<file path="config.mk">
export PLATFORM = sky130hd
export DESIGN_NAME = mfp_dot_accum
export DESIGN_NICKNAME = d
export VERILOG_FILES = /design/src/rtl/mfp_dot_accum.sv
export SDC_FILE = /design/constraint.sdc
export NUM_CORES = 1
export LEC_CHECK = 0
export CORE_MARGIN = 2
export CORE_UTILIZATION = 54
export DETAILED_ROUTE_END_ITERATION = 6
export HOLD_SLACK_MARGIN = 0.03
export PLACE_DENSITY = 0.8
export SLEW_MARGIN = 30
export SYNTH_ARGS = -nofsm -noshare
export SYNTH_HDL_FRONTEND = slang
export SYNTH_SLANG_ARGS = --single-unit
</file>
<file path="constraint.sdc">
create_clock -name clk -period 3.4 [get_ports clk]
set_input_delay 0.68 -clock clk [delete_from_list [all_inputs] [get_ports clk]]
set_output_delay 0.68 -clock clk [all_outputs]
set_load 0.005 [all_outputs]
</file>
<file path="src/rtl/mfp_dot_accum.sv">
// Streaming dot-product accumulator. Each beat of ArrL signed products is summed, the
// sums are accumulated over BeatN beats, and the total is rescaled, rounded and saturated.
module mfp_dot_accum #(
    parameter int ArrL     = 4,
    parameter int InW      = 7,
    parameter int BeatN    = 8,
    parameter int SumW     = InW + $clog2(ArrL),
    parameter int AccW     = SumW + $clog2(BeatN),
    parameter int OutW     = 8,
    parameter int OutShift = 2,
    parameter bit isFloor  = 1'b1,
    parameter bit Saturate = 1'b1
) (
    input  logic                  clk,
    input  logic                  rst,
    input  logic                  in_valid,
    output logic                  in_ready,
    input  logic [InW*ArrL-1:0]   in_arr,
    output logic                  out_valid,
    input  logic                  out_ready,
    output logic [OutW-1:0]       out_data,
    output logic                  out_ovf
);

    localparam int CntW   = (BeatN > 1) ? $clog2(BeatN) : 1;
    // Rescale arithmetic is wide enough for both the accumulator and the clamp limits.
    localparam int RW     = (AccW + 1 > OutW + 1) ? AccW + 1 : OutW + 1;
    localparam int RndAdd = isFloor ? 0 : ((1 << OutShift) >> 1);
    localparam int MaxPos = (1 << (OutW - 1)) - 1;

    localparam logic signed [RW-1:0] SatHi = RW'(MaxPos);
    localparam logic signed [RW-1:0] SatLo = -SatHi;
    localparam logic [CntW-1:0]      LastCnt = CntW'(BeatN - 1);

    logic                   en;
    logic signed [SumW-1:0] beat_sum;
    logic signed [SumW-1:0] sum1;
    logic                   v1;
    logic [CntW-1:0]        cnt;
    logic signed [AccW-1:0] acc;
    logic signed [AccW-1:0] nxt;
    logic                   last_beat;
    logic signed [RW-1:0]   rx;
    logic signed [RW-1:0]   rt;
    logic [OutW-1:0]        res_data;
    logic                   res_ovf;

    // A result stuck at the output stalls the whole pipeline, including the input.
    assign en       = !(out_valid && !out_ready);
    assign in_ready = en;

    // NOTE: combinational accumulation uses blocking '=' so each loop pass sees the
    // previous partial sum; the variable is defaulted first so no latch is inferred.
    always_comb begin
        beat_sum = '0;
        for (int i = 0; i < ArrL; i++) begin
            beat_sum = beat_sum + SumW'($signed(in_arr[i*InW +: InW]));
        end
    end

    // NOTE: every register holding state is updated with non-blocking '<=' so all
    // stages sample the values from before the clock edge.
    always_ff @(posedge clk or posedge rst) begin
        if (rst) begin
            sum1 <= '0;
            v1   <= 1'b0;
        end else if (en) begin
            sum1 <= beat_sum;
            v1   <= in_valid;
        end
    end

    assign last_beat = (cnt == LastCnt);
    assign nxt       = ((cnt == '0) ? '0 : acc) + AccW'(sum1);

    always_ff @(posedge clk or posedge rst) begin
        if (rst) begin
            cnt <= '0;
            acc <= '0;
        end else if (en && v1) begin
            if (last_beat) begin
                cnt <= '0;
                acc <= '0;
            end else begin
                cnt <= cnt + CntW'(1);
                acc <= nxt;
            end
        end
    end

    always_comb begin
        rx       = RW'(nxt) + RW'(RndAdd);
        rt       = rx >>> OutShift;
        res_data = rt[OutW-1:0];
        res_ovf  = 1'b0;
        if (Saturate && (rt > SatHi)) begin
            res_data = OutW'(MaxPos);
            res_ovf  = 1'b1;
        end else if (Saturate && (rt < SatLo)) begin
            // Symmetric clamp: the most-negative code is never emitted.
            res_data = OutW'(-MaxPos);
            res_ovf  = 1'b1;
        end
    end

    // With en high any valid result is being consumed, so out_valid only survives when
    // a fresh result loads in the same cycle.
    always_ff @(posedge clk or posedge rst) begin
        if (rst) begin
            out_valid <= 1'b0;
            out_data  <= '0;
            out_ovf   <= 1'b0;
        end else if (en) begin
            if (v1 && last_beat) begin
                out_valid <= 1'b1;
                out_data  <= res_data;
                out_ovf   <= res_ovf;
            end else begin
                out_valid <= 1'b0;
            end
        end
    end

endmodule

</file>
==> reports/metrics.csv <==
stage,metric,value,unit
route,ant_nets,0,
yosys,yosysUniqueCellTypes,51,
cts,tritoncts,yes,
route,detail_route.wl_per_cell,15.1,um
cts,cts_max_path_buffers,2,
sta,clock.fmax,302,MHz
yosys,netlist_top_cells_count,"dfrtp_1 (35), ha_1 (22), nor2_1 (21)",
global_routing,antenna_found_initial,0,
floorplanning,die_h,74.4,um
floorplanning,core.rowCount,25,
sta,worst_pin_slew,0.536,ns
sta,rsz0062_at_grt,yes,
layout,area_growth_syn_to_layout,28.5,%
layout,nNetsFinal,385,
run,drv.max_cap_violation_count,0,
cts,insertion_delay,0.29,ns
critical_path,required,3.57,ns
global_routing,grt_util_all_layers,22.9,%
floorplanning,io_pins,43,
power_and_ir_drop,peakVddDrop,0.000537,V
yosys,yosys.area.top_type,dfrtp_1,
layout,seqCellArea,876,sq um
placement,place_inst,374,
yosys,ys_seq_elements,35,
critical_path,crit_start,in_arr[2],
sta,slew_violations,0,
route,drcViolationCount,0,
critical_path,slowest_delay,0.53,ns
global_routing,grt_overflow,0,
critical_path,r2r-start,cnt[0]$_DFFE_PP0P_,
yosys,yosysMostFrequentCell,dfrtp_1,
yosys,async_reset_ff_share,100,%
placement,dp.final_hpwl,4.46,mm
yosys,synth.top_cell.area_share,32.7,%
route,via_per_inst,5.59,
placement,port-buffer-count,42,
route,drt_first_pass_iters,4,
yosys,avgSynthCellArea,10.4,sq um
critical_path,start_kind,input pin,
floorplanning,core_area,4750,sq um
yosys,synth_area,2680,sq um
yosys,syn_inst,258,
layout,fillers,358,
critical_path,worstSetupPathType,in2reg,
sta,slew_headroom,64.1,%
yosys,synth_nets,328,
placement,gp_congestion,0.867,
layout,fin_area,3440,sq um
critical_path,arrival,3.48,ns
layout,multi_input_area,1790,sq um
sta,finalCritPeriodShare,97.4,%
power_and_ir_drop,leakagePower,1.55,nW
sta,min_period,3.31,ns
sta,fin_setup_tns,0,ns
global_routing,grt_max_degree,36,
yosys,synth_ff_type,dfrtp_1,
sta,hold_viol_final,0,
layout,insertedDiodeCount,0,
critical_path,crit_top_cell,fa_1,
yosys,ys_seq_area_share,32.7,%
cts,root_buffer,clkbuf_8,
sta,setup_viol,0,
placement,place_area,3270,sq um
cts,cts-buffers-inserted,5,
cts,cts_max_level,2,
floorplanning,start_util,56.3,%
cts,clkTransAtPathRegs,0.08,ns
global_routing,grt_pass1_wl,9.70,mm
floorplanning,dieArea,5540,sq um
power_and_ir_drop,powerDensity,1200,nW/um^2
min_path,hold_start,out_data[7]$_DFFE_PP0P_,
layout,fin_cells,383,
critical_path,worstPathCellList,clkdlybuf4s50_1 -> fa_1 -> fa_1 -> inv_2 -> fa_2 -> nor2b_2 -> o21ai_2 -> a21oi_2 -> o21a_1 -> nor2_1 -> xnor2_1 -> mux2_4,
min_path,holdCritPathClass,reg2reg,
outcome,status,finished clean,
critical_path,critical_path_buf_inv_count,2,
layout,drive_above_1_share,18.0,%
sta,finClkSkew,0.00690,ns
critical_path,path_delay_family,adder cells,
floorplanning,die_x,74.4,um
critical_path,worstPathMaxFanout,2,
power_and_ir_drop,p_total,4.13,mW
critical_path,cpMaxStageDelayCell,fa_1,
global_routing,grt_pass1_vias,2137,
route,wl,5.79,mm
route,drt_iter0_drc,208,
route,num_vias,2141,
yosys,synth_edf_count,0,
cts,cts.sinks,35,
yosys,yosysWarnings,0,
critical_path,end_kind,flop,
yosys,netlist_top_cells_area,"dfrtp_1 (33%), fa_1 (12%), ha_1 (10%)",
[report_power, final]
group	internal (mW)	total, mW	switching, mW
logic	1.49	3.08	1.59
clock network	0.142	0.300	0.158
registers	0.625	0.756	0.131
total	2.26	4.13	1.88
[path summary, 6_finish.rpt]
kind                                            to  slack, ns  cells past startpoint
max                            sum1[7]$_DFFE_PP0N_       0.09                     12
min                        out_data[7]$_DFFE_PP0P_       0.48                      2
max reg2reg                out_data[1]$_DFFE_PP0P_       0.17                     13
min reg2reg                out_data[7]$_DFFE_PP0P_       0.48                      2
max in group asynchronous  out_data[5]$_DFFE_PP0P_       2.29                      3
min in group asynchronous       acc[0]$_DFFE_PP0P_       0.79                      3
[routing by layer]
metal	wire length [um]	part of all wire, %	up-vias	global-route usage (%)
met5	0	0	-	0
met1	2630	45	1051	30.7
li1	-	-	1041	-
met4	71	1.2	0	6.94
met2	2890	50	43	39.1
met3	197	3.4	6	2.71
[through the flow]
step                      hold slack (ns)  utilization [%]  worst slack [ns]
after floorplan                     0.440                -             0.138
after global placement              0.451             68.7            -0.362
after detailed placement            0.461             68.7            -0.421
after CTS                           0.480             70.7           0.00236
after global routing                0.506             72.4           -0.0103
final                               0.481             72.4            0.0876
[state kept, by name (all words and copies together), names as in the netlist]
name,flops
acc,12
out_data,8
sum1,9
out_ovf,1
cnt,3
v1,1
out_valid,1
[worst reg2reg max path: stages (launching register included)]
cell      delay, ns
dfrtp_1        0.39
inv_1          0.09
ha_1           0.15
nand2b_1       0.12
and2_1         0.19
ha_1           0.23
fa_2           0.41
a211o_1        0.34
a21oi_1        0.13
o311ai_0       0.17
or2_1          0.29
o311ai_4       0.25
a21oi_1        0.14
a22o_1         0.22
[layout make-up]
cell class                 count  share of cell area (%)
multi-input combinational    202                    51.9
sequential                    35                    25.4
timing repair buffer          58                    16.2
tap                           67                    2.44
clock buffer                   5                    2.00
inverter                      13                    1.42
clock inverter                 3                   0.582
[logic make-up (layout without fill, tap and decap cells)]
kind of cell	Yosys count	in the layout	share of synthesized area [%]
AND/OR/NAND/NOR	72	72	13.3
XOR/XNOR	14	14	5.28
flip-flops	35	35	32.7
AO/OA/AOI/OAI	69	69	19.9
multiplexers	9	9	3.69
adder cells (fa/ha/maj)	38	38	22.2
buffers and inverters	21	79	2.94
[what timing repair did]
action,in CTS,in global routing
setup buffers,0,1
hold buffers,0,0
resized for setup,4,20
pin swaps,4,14
endpoints found under the hold margin,0,0
endpoints found under the setup margin,1,10
[layout by cell type (no fill, tap or decap), types with 4 or more instances in the layout]
master	Yosys	final
a22o_1	8	8
a21oi_1	15	13
o31ai_1	4	4
and2_1	11	11
nand2b_1	7	7
xnor2_1	10	9
nor2_1	21	20
dlymetal6s2s_1	0	7
clkdlybuf4s50_1	0	35
o21ai_0	12	11
inv_1	13	11
clkbuf_8	0	5
dfrtp_1	35	35
nand3_1	4	4
mux2_2	7	6
buf_4	0	16
ha_1	22	21
fa_1	16	13
nand2_1	16	16
(Power assumes the default switching activity.)
==> RTL edit 1, RTL diff (config.mk and constraints unchanged) <==
Set the parameter `OutW` to 9 (it was 8).
--- a/src/rtl/mfp_dot_accum.sv
+++ b/src/rtl/mfp_dot_accum.sv
@@ -8,3 +8,3 @@
     parameter int AccW     = SumW + $clog2(BeatN),
-    parameter int OutW     = 8,
+    parameter int OutW     = 9,
     parameter int OutShift = 2,
Ports: changed (resized out_data); port bits go from 43 to 44. No check against the original RTL was run, so the function may have changed too.
==> RTL edit 1 against the unedited design <==
- total power shrank 9.9%
- critical endpoint unchanged
- highest routed layer unchanged
- sequential cell count grew 1
- routed wire length shrank 2.4%
- design area shrank 1.7%
- area after synthesis shrank 2.5%
- critical path type unchanged
- worst setup slack lost 0.045 ns
- non-clock buffer count grew 4
- global-route usage shrank 0.81 points
==> RTL edit 1: results (changes against the unedited design) <==
| Metric | Value |
|---|---|
| Vias in the first global route | 2053 (was 2137) |
| Synth cell count leaders | dfrtp_1 (36), ha_1 (22), a21oi_1 (17), fa_1 (16), nor2_1 (16) (was dfrtp_1 (35), ha_1 (22), nor2_1 (21), fa_1 (16), nand2_1 (16)) |
| Status | completed (unchanged) |
| Fillers | 355 (was 358) |
| Hold Path Sink | acc[1] (was out_data[7]) |
| Synth area leaders | dfrtp_1 (34%), fa_1 (12%), ha_1 (11%), a21oi_1 (3.3%), mux2_2 (3.0%) (was dfrtp_1 (33%), fa_1 (12%), ha_1 (10%), xnor2_1 (3.3%), mux2_2 (2.9%)) |
| Clock Skew | 0.00598 ns (was 0.00690 ns) |
| Number of port buffers | 43 (was 42) |
| Worst VDD drop | 0.415 mV (was 0.537 mV) |
| PwrDens | 1100 nW/um^2 (was 1200 nW/um^2) |
| Top delay family on crit path | adder cells (unchanged) |
| Pin count of the biggest net entering global routing | 20 (was 36) |
| Placer Congestion | 0.831 (was 0.867) |
| DR WL/cell | 15.8 um (was 15.1 um) |
| M3 GR Usage | 4.94% (was 2.71%) |
| R2R setup slack | 0.19 ns (was 0.17 ns) |
| Share of cells above drive strength 1 | 17.8% (was 18.0%) |
| Synth cell types | 50 (was 51) |
| Critical path's largest stage delay | 0.51 ns (was 0.53 ns) |
| Diodes inserted | 0 (unchanged) |
| Syn Nets | 310 (was 328) |
| R2R depth | 13 (unchanged) |
| Gate count of the mapped netlist | 240 (was 258) |
| Tightest hold margin | 0.482 ns (was 0.481 ns) |
| Switching share of power | 42.9% (was 45.4%) |
| Seq/Total Area, Yosys | 34.5% (was 32.7%) |
| Vias/cell | 5.78 (was 5.59) |
| Placed insts | 347 (was 374) |
| Comb pwr | 2.58 mW (was 3.08 mW) |
| Reg2reg end | out_data[0] (was out_data[1]) |
| Post-DP HPWL | 4240 um (was 4460 um) |
| Critical Path AT | 3.53 ns (was 3.48 ns) |
| Met2 usage | 38.2% (was 39.1%) |
| Layout Nets | 373 (was 385) |
| GRT Util Overall | 22.1% (was 22.9%) |
| First DRT Iteration DRCs | 124 (was 208) |
| DP Area | 3200 sq um (was 3270 sq um) |
| Detailed Route WL | 5650 um (was 5790 um) |
| Worst slew pin tran | 0.759 ns (was 0.536 ns) |
| Hold Startpoint | acc[1] (was out_data[7]) |
| Sw Pwr | 1.60 mW (was 1.88 mW) |
| Seq power | 0.770 mW (was 0.756 mW) |
| Leakage | 1.55 nW (about the same) |
| Setup WS pre-CTS | -0.360 ns (was -0.421 ns) |
| Biggest regs | acc: 12 flops, out_data: 9 flops, sum1: 9 flops (was acc: 12 flops, sum1: 9 flops, out_data: 8 flops) |
| First-pass GRT wire length | 9190 um (was 9700 um) |
| Met1 Use GR | 27.7% (was 30.7%) |
==> RTL edit 1: cell types whose count changed after synthesis, sizes merged, moves of 4 or more <==
cell   change
inv        -6
a221o      +5
nand2      -5
nor2       -5
o21ai      -4
==> RTL edit 1: how the worst max path moves through the flow <==
stage              start       to  slack, ns
6_report       in_arr[0]  sum1[7]       0.04
5_1_grt        in_arr[0]  sum1[7]      -0.06
4_1_cts        in_arr[8]  sum1[7]      0.001
3_5_place_dp   in_arr[1]  sum1[7]      -0.36
3_3_place_gp   in_arr[1]  sum1[7]      -0.30
2_1_floorplan  in_arr[2]  sum1[8]       0.20
==> RTL edit 1: cell type report <==
class	count	share of cell area (%)
timing repair buffer	62	17.4
inverter	7	0.776
tap	54	2.00
clock buffer	6	2.14
clock inverter	2	1.04
sequential	36	26.6
multi-input combinational	191	50.1
==> RTL edit 1: per-layer routing <==
metal	share of wire (%)	routed length, um
met5	0	0
met1	44	2490
met4	1.5	85
met3	3.5	200
met2	51	2870
==> RTL edit 1: what timing repair did <==
action,CTS,global route
buffers inserted,0,3
setup endpoints to repair,2,3
hold buffers,0,0
hold endpoints to repair,0,0
gates resized for setup,3,11
pin swaps,2,11
==> RTL edit 1: worst min-delay path: cells and delay by family, from the launching register on <==
| family | cells | cell delay (ns) |
|---|---|---|
| flops | 1 | 0.34 |
| compound gates | 1 | 0.06 |
| simple gates | 1 | 0.05 |
==> RTL edit 1: logic make-up (layout without fill, tap and decap cells) <==
logic type	count (synthesis)	in the layout	synth area share (%)
AOI/OAI and AO/OA	67	67	18.6
and+or+nand+nor	62	62	12.9
adders and majority gates	38	38	22.8
DFF	36	36	34.5
xor gates and xnor gates	16	16	5.65
buffers and inverters	13	77	2.16
muxes	8	8	3.40
==> RTL edit 2, RTL diff (same flow settings) <==
Without the edit above. Register the output `out_ovf` once more, cleared by the reset; this adds one clock of latency there. The other outputs are not delayed to match.
--- a/src/rtl/mfp_dot_accum.sv
+++ b/src/rtl/mfp_dot_accum.sv
@@ -33,2 +33,4 @@
     localparam logic [CntW-1:0]      LastCnt = CntW'(BeatN - 1);
+
+    logic out_ovf_s0;
 
@@ -111,3 +113,3 @@
             out_data  <= '0;
-            out_ovf   <= 1'b0;
+            out_ovf_s0 <= 1'b0;
         end else if (en) begin
@@ -116,3 +118,3 @@
                 out_data  <= res_data;
-                out_ovf   <= res_ovf;
+                out_ovf_s0 <= res_ovf;
             end else begin
@@ -123,2 +125,10 @@
 
+    always_ff @(posedge clk or posedge rst) begin
+        if (rst) begin
+            out_ovf <= '0;
+        end else begin
+            out_ovf <= out_ovf_s0;
+        end
+    end
+
 endmodule
Function: changed (Yosys sat finds a counterexample within 10 cycles, from zero or initial values and one cycle with rst high).
==> RTL edit 2 against the unedited design <==
- die area rose by 0.89%
- worst setup slack got worse by 0.018 ns
- routed wire length fell by 1.0%
- sequential cell count rose by 1
- critical endpoint unchanged
- largest power group unchanged
- highest routed layer unchanged
- design area rose by 0.91%
- global-route usage fell by 0.16 points
- synthesized cell count rose by 0.39%
- critical path depth rose by 1
- area after synthesis rose by 0.93%
- total power fell by 0.12%
==> RTL edit 2: results (changes against the unedited design) <==
| Metric | Value |
|---|---|
| Status | completed (unchanged) |
| Met1 Use GR | 30.6% (was 30.7%) |
| Met3 Routed Length | 155 um (was 197 um) |
| Seq/Total Area, Yosys | 33.3% (was 32.7%) |
| CP startpoint | in_arr[14] (was in_arr[2]) |
| Tightest hold margin | 0.381 ns (was 0.481 ns) |
| Met2 usage | 37.7% (was 39.1%) |
| F_max | 0.300 GHz (was 0.302 GHz) |
| Multiplexer area fraction after synthesis | 3.66% (was 3.69%) |
| DP Area | 3280 sq um (was 3270 sq um) |
| First-pass GRT wire length | 9520 um (was 9700 um) |
| Pin count of the biggest net entering global routing | 37 (was 36) |
| Synth cell count leaders | dfrtp_1 (36), ha_1 (22), nor2_1 (21), fa_1 (16), nand2_1 (16) (was dfrtp_1 (35), ha_1 (22), nor2_1 (21), fa_1 (16), nand2_1 (16)) |
| Detail Route met2 WL | 2850 um (was 2890 um) |
| Syn Nets | 329 (was 328) |
| Syn_area_per_cell | 10.4 sq um (about the same) |
| Hold path depth | 0 (was 2) |
| Detailed Route WL | 5730 um (was 5790 um) |
| Rel. slew slack | 66.1% (was 64.1%) |
| R2R setup slack | 0.20 ns (was 0.17 ns) |
| Post-synthesis xor/xnor area fraction | 5.23% (was 5.28%) |
| Leakage | 1.58 nW (was 1.55 nW) |
| Worst VDD drop | 0.579 mV (was 0.537 mV) |
| DR WL/cell | 15.0 um (was 15.1 um) |
| Clock Skew | 0.00740 ns (was 0.00690 ns) |
| Hold Path Sink | out_ovf (was out_data[7]) |
| Setup WS pre-CTS | -0.431 ns (was -0.421 ns) |
| Reg2reg end | out_data[0] (was out_data[1]) |
RTL edit 2: area by class of cell:
type	count	area (sq um)
inverters	13	48.8
clock buffers	6	72.6
clock inverters	2	35.0
multi-input cells	202	1790
flip-flops and latches	36	901
fillers	340	1310
well taps	67	83.8
repair buffers	56	546
RTL edit 2: where the power goes:
part           switching, mW  internal (mW)  leakage (nW)
Combinational           1.56           1.43          1.09
Clock                  0.149          0.218        0.0552
Sequential             0.130          0.643         0.432
RTL edit 2: timing repair:
item | CTS | global route
setup buffers | 0 | 1
setup endpoints to repair | 2 | 10
resized for setup | 4 | 20
pin swaps | 3 | 18
RTL edit 2: critical path, stage by stage:
cell	delay (ns)
clkdlybuf4s50_1	0.42
fa_2	0.34
fa_1	0.49
ha_2	0.18
inv_1	0.06
fa_2	0.35
nor2b_1	0.12
o21ai_1	0.10
a21oi_1	0.19
o21a_1	0.14
nor2_1	0.04
xnor2_1	0.13
mux2_4	0.26
